### config.mk
export PLATFORM = sky130hd
export DESIGN_NAME = display_sequencer
export DESIGN_NICKNAME = d
export VERILOG_FILES = /design/src/rtl/display_sequencer.sv
export SDC_FILE = /design/constraint.sdc
export NUM_CORES = 1
export LEC_CHECK = 0
export ABC_CLOCK_PERIOD_IN_PS = 1850
export BUFFER_PORTS_ARGS = -buffer_cell sky130_fd_sc_hd__buf_2
export CAP_MARGIN = 20
export CORE_MARGIN = 2
export CORE_UTILIZATION = 35
export CTS_BUF_LIST = sky130_fd_sc_hd__clkbuf_4 sky130_fd_sc_hd__clkbuf_8
export CTS_CLUSTER_DIAMETER = 60
export DETAILED_ROUTE_END_ITERATION = 16
export GPL_TIMING_DRIVEN = 0
export HOLD_SLACK_MARGIN = 0.05
export SETUP_SLACK_MARGIN = 0.15
export SLEW_MARGIN = 40
export SYNTH_ARGS = -nofsm -noshare
export SYNTH_HDL_FRONTEND = slang
export SYNTH_SLANG_ARGS = --single-unit
### constraint.sdc
create_clock -name clk -period 1.85 [get_ports clk]
set_input_delay 0.4625 -clock clk [delete_from_list [all_inputs] [get_ports clk]]
set_output_delay 0.4625 -clock clk [all_outputs]
set_load 0.05 [all_outputs]
### src/rtl/display_sequencer.sv
// Result-display sequencer: snapshots NUM_GROUPS x ELEMS result elements and streams them out
// with valid/ready, group/index tags, abort and a done pulse. Define DISPLAY_LOOP_EN to repeat passes.
module display_sequencer #(
    parameter  int DATA_W     = 8,
    parameter  int NUM_GROUPS = 3,
    parameter  int ELEMS      = 4,
    localparam int TOTAL      = NUM_GROUPS * ELEMS,
    localparam int GW         = (NUM_GROUPS > 1) ? $clog2(NUM_GROUPS) : 1,
    localparam int EW         = (ELEMS > 1) ? $clog2(ELEMS) : 1
) (
    input  logic                    clk,
    input  logic                    reset,
    input  logic                    run_display,
    input  logic                    display_abort_i,
    input  logic [TOTAL*DATA_W-1:0] result_data_i,
    input  logic                    display_ready_i,
    output logic [DATA_W-1:0]       display_result_o,
    output logic                    display_valid_o,
    output logic [GW-1:0]           display_group_o,
    output logic [EW-1:0]           display_index_o,
    output logic [1:0]              state_display_o,
    output logic                    display_done_o
);

    localparam int PW = (TOTAL > 1) ? $clog2(TOTAL) : 1;

    localparam logic [1:0] ST_IDLE = 2'd0;
    localparam logic [1:0] ST_SHOW = 2'd1;
    localparam logic [1:0] ST_DONE = 2'd2;

    logic [1:0]        state;
    logic [PW-1:0]     ptr;
    logic [PW-1:0]     ptr_next;
    logic              last_elem;
    logic              transfer;
    logic [DATA_W-1:0] mem [TOTAL];

    assign ptr_next        = ptr + PW'(1);
    assign last_elem       = (ptr == PW'(TOTAL - 1));
    assign transfer        = display_valid_o & display_ready_i;
    assign state_display_o = state;

    always_ff @(posedge clk or negedge reset) begin
        if (!reset) begin
            state            <= ST_IDLE;
            ptr              <= '0;
            display_valid_o  <= 1'b0;
            display_result_o <= '0;
            display_group_o  <= '0;
            display_index_o  <= '0;
            display_done_o   <= 1'b0;
            // NOTE: the snapshot memory is reset too, so nothing from a pre-reset pass can be replayed.
            for (int k = 0; k < TOTAL; k++) begin
                mem[k] <= '0;
            end
        end else begin
            display_done_o <= 1'b0;
            if (display_abort_i) begin
                state            <= ST_IDLE;
                ptr              <= '0;
                display_valid_o  <= 1'b0;
                display_result_o <= '0;
                display_group_o  <= '0;
                display_index_o  <= '0;
            end else begin
                case (state)
                    ST_IDLE: begin
                        if (run_display) begin
                            for (int k = 0; k < TOTAL; k++) begin
                                mem[k] <= result_data_i[k*DATA_W +: DATA_W];
                            end
                            // Element 0 comes straight from the input so valid appears one cycle after start.
                            state            <= ST_SHOW;
                            ptr              <= '0;
                            display_valid_o  <= 1'b1;
                            display_result_o <= result_data_i[DATA_W-1:0];
                            display_group_o  <= '0;
                            display_index_o  <= '0;
                        end
                    end
                    ST_SHOW: begin
                        if (transfer) begin
                            if (last_elem) begin
                                ptr             <= '0;
                                display_group_o <= '0;
                                display_index_o <= '0;
                                display_done_o  <= 1'b1;
`ifdef DISPLAY_LOOP_EN
                                display_result_o <= mem[0];
`else
                                state            <= ST_DONE;
                                display_valid_o  <= 1'b0;
                                display_result_o <= '0;
`endif
                            end else begin
                                ptr              <= ptr_next;
                                display_result_o <= mem[ptr_next];
                                // Group/index counter pair tracks ptr without a divider.
                                if (display_index_o == EW'(ELEMS - 1)) begin
                                    display_index_o <= '0;
                                    display_group_o <= display_group_o + GW'(1);
                                end else begin
                                    display_index_o <= display_index_o + EW'(1);
                                end
                            end
                        end
                    end
                    ST_DONE: state <= ST_IDLE;
                    default: state <= ST_IDLE;
                endcase
            end
        end
    end

endmodule
==> flow_summary.toml <==
[timing]
grt_setup_unrepaired = "yes"
slew_headroom_pct = 60.8
finalSetupTns_ns = -0.0330
min_period_ns = 1.88
fin_crit_sh_pct = 101
worst_slack_ns = -0.0271
setup_viol = 3
fmax_mhz = 533
fin_worst_skew_ns = 0.00762
hold_viol = 0
tightest_slew_ns = 0.588
drv_slew = 0

[setup_path]
slowest_delay_ns = 0.44
crit_chain = "ha_4, buf_8, clkbuf_16, mux4_2, mux2i_1, nand3_1, and3_1"
critical_path_class = "register to register"
worst_setup_path_start_kind = "register"
cp-endpoint = "display_result_o[1]"
path_delay_family = "multiplexers"
crit_slowest_cell = "dfrtp_2"
cp.buffers_inverters = 2
reg2regPathDepth = 7
worstSetupEndpointType = "register"
crit_fanout = 6
crit_start = "ptr[0]"
timing.rr.end = "display_result_o[1]"
cp_data_required_time_ns = 2.19
cp.depth = 7
r2r_start = "ptr[0]"
critPathArrivalTime_ns = 2.22
reg2reg_setup_slack_ns = -0.03

[status]
violations = "setup timing"
status = "finished with violations"

[route]
wl_um = 16100
drc_errors = 0
drt_pass1_iterations = 4
drt_iter0_drc = 204
wl_per_cell_um = 21.2
viasPerCell = 5.19
vias = 3929
ant_nets = 0

[clock_network]
htree_levels = 4
cts_buffers = 17
cts_tree = "built"
clock_path_buffers = 2
clkSlewWorstSetupHoldPaths_ns = 0.07
cts.sinks = 116
clock_latency_ns = 0.45
cts_root_buf = "clkbuf_8"

[finish]
fillers = 1308
multi_input_area_mm2 = 0.00277
nets = 659
regArea_mm2 = 0.00291
diodes = 0
drive_above_1_share_pct = 59.6
fin_cells = 757
utilization_pct = 52.6
syn_to_final_growth_pct = 47.2

[power_and_ir_drop]
p_int_uw = 5900
swShare_pct = 25.8
powerDensity_mw_per_mm2 = 997
seqPwrFrac_pct = 40.6
irDropWorstVdd_v = 0.000530
p_leak_uw = 0.00378
p_switching_uw = 2050
pwr-share-clk_pct = 35.1
combPwrFrac_pct = 24.3

[floorplanning]
fp.dieH_um = 128
io_pins = 117
core_area_mm2 = 0.0151
dieArea_mm2 = 0.0165
die_width_um = 128
initial_core_util_pct = 35.8
fp-row-count = 45

[place]
dp_worst_setup_slack_ns = -0.208
place_congestion = 0.834
io_buffers = 115
dp.final_hpwl_um = 10000
placedCellCount = 687

[grt]
grtUsageMet1_pct = 25.1
met2_usage_pct = 28.8
grt.busiest_layer = "met2"
first_global_vias = 4100
grt_pass1_wl_um = 22600
grt_max_degree = 76
gr-total-overflow = 0
antenna_found_initial = 1
met3_usage_pct = 5.99
grtUsageTotal_pct = 18.8

[synthesis]
async_flop_share_pct = 100
synth-edff-count = 0
yosysUniqueCellTypes = 34
synth.most_common_cell = "dfrtp_1"
ys_seq_area_share_pct = 53.6
syn_inst = 383
synth_largest_area_cell = "dfrtp_1"
synth_top_area_share_pct = 53.6
ys_ff_latch = 116
synthTopCellsByCount = "dfrtp_1, mux2_2, nand2_1"
ys.flop_type = "dfrtp_1"
syn_nets = 486
netlist_area_mm2 = 0.00542
ys_warn_count = 0
synth_top_cells_by_area = "dfrtp_1, mux2_2, mux4_2, mux4_1, nand2_1"
syn_avg_cell_area_um2 = 14.1

[job]
cap_viol_max_count = 0

[min_path]
min_path_type = "primary input to register"
layer usage:
layer | up-vias | wire, um
li1 | 1762 | -
met1 | 2019 | 7240
met2 | 121 | 7550
met3 | 25 | 929
met4 | 2 | 348
met5 | - | 16
cell type report:
class | instances | area share [%]
multi-input cells | 243 | 34.8
well taps | 188 | 2.95
repair buffers | 154 | 15.2
flip-flops and latches | 116 | 36.5
plain buffers | 24 | 4.74
clock inverters | 10 | 2.20
clock buffers | 22 | 3.72
flip-flops by register name, indices dropped and copies added (netlist names):
signal	flops
mem	96
display_result_o	8
ptr	4
display_group_o	2
display_index_o	2
state_display_o	2
display_done_o	1
display_valid_o	1
cell usage in the layout, fill, tap and decap left out, types with 6 or more instances in the layout:
master     count
buf_12        19
mux2_4        96
mux4_2        17
clkbuf_8      21
buf_6         10
buf_2        118
nand3_1       15
mux4_1         6
o21ai_0       14
buf_8          7
mux2i_1        8
dfrtp_1      112
nand2_1       32
and3_1         8
buf_4         11
clkbuf_16     10
a21oi_1        8
logic make-up after synthesis:
group / share of synthesized area, %
AND/OR/NAND/NOR: 6.98
adder cells (fa/ha/maj): 0.462
AO/OA/AOI/OAI: 3.65
buffers and inverters: 2.91
flip-flops: 53.6
multiplexers: 31.6
XOR/XNOR: 0.832
through the flow:
step	area (um^2)	hold slack (ns)	total power, uW
after global routing	7970	0.224	8280
final	7970	0.242	7950
after global placement	6260	0.482	4560
after floorplan	5450	0.167	4120
after CTS	7230	0.219	7630
after detailed placement	6290	0.481	4640
power by group through the flow:
stage                     registers [uW]  logic, uW  clock network, uW
after floorplan                     3260        863                  0
after global placement              3210       1350                  0
after detailed placement            3240       1390                  0
after CTS                           3200       1580               2850
after global routing                3280       2050               2960
final                               3230       1930               2790
worst reg2reg max path, cell delays in order, from the launching register on:
cell	delay, ns
dfrtp_2	0.44
ha_4	0.28
buf_8	0.13
clkbuf_16	0.16
mux4_2	0.34
mux2i_1	0.17
nand3_1	0.09
and3_1	0.17
timing repair:
item,CTS,global route
hold buffers,1,0
pin swaps,7,9
resized for setup,65,113
setup buffers,16,9
cloned,2,10
setup endpoints to repair,112,113
endpoints found under the hold margin,74,0
worst min path at each step:
| stage | slack [ns] | to | cells after the start | from |
|---|---|---|---|---|
| finish | 0.24 | mem[14] | 2 | result_data_i[86] |
| CTS | 0.22 | mem[0] | 2 | result_data_i[88] |
| global placement | 0.48 | mem[32] | 1 | mem[32] |
| detailed placement | 0.48 | mem[8] | 1 | reset |
| floorplan | 0.17 | display_done_o | 0 | reset |
| global route | 0.22 | mem[54] | 2 | result_data_i[46] |
(Power assumes the default switching activity.)
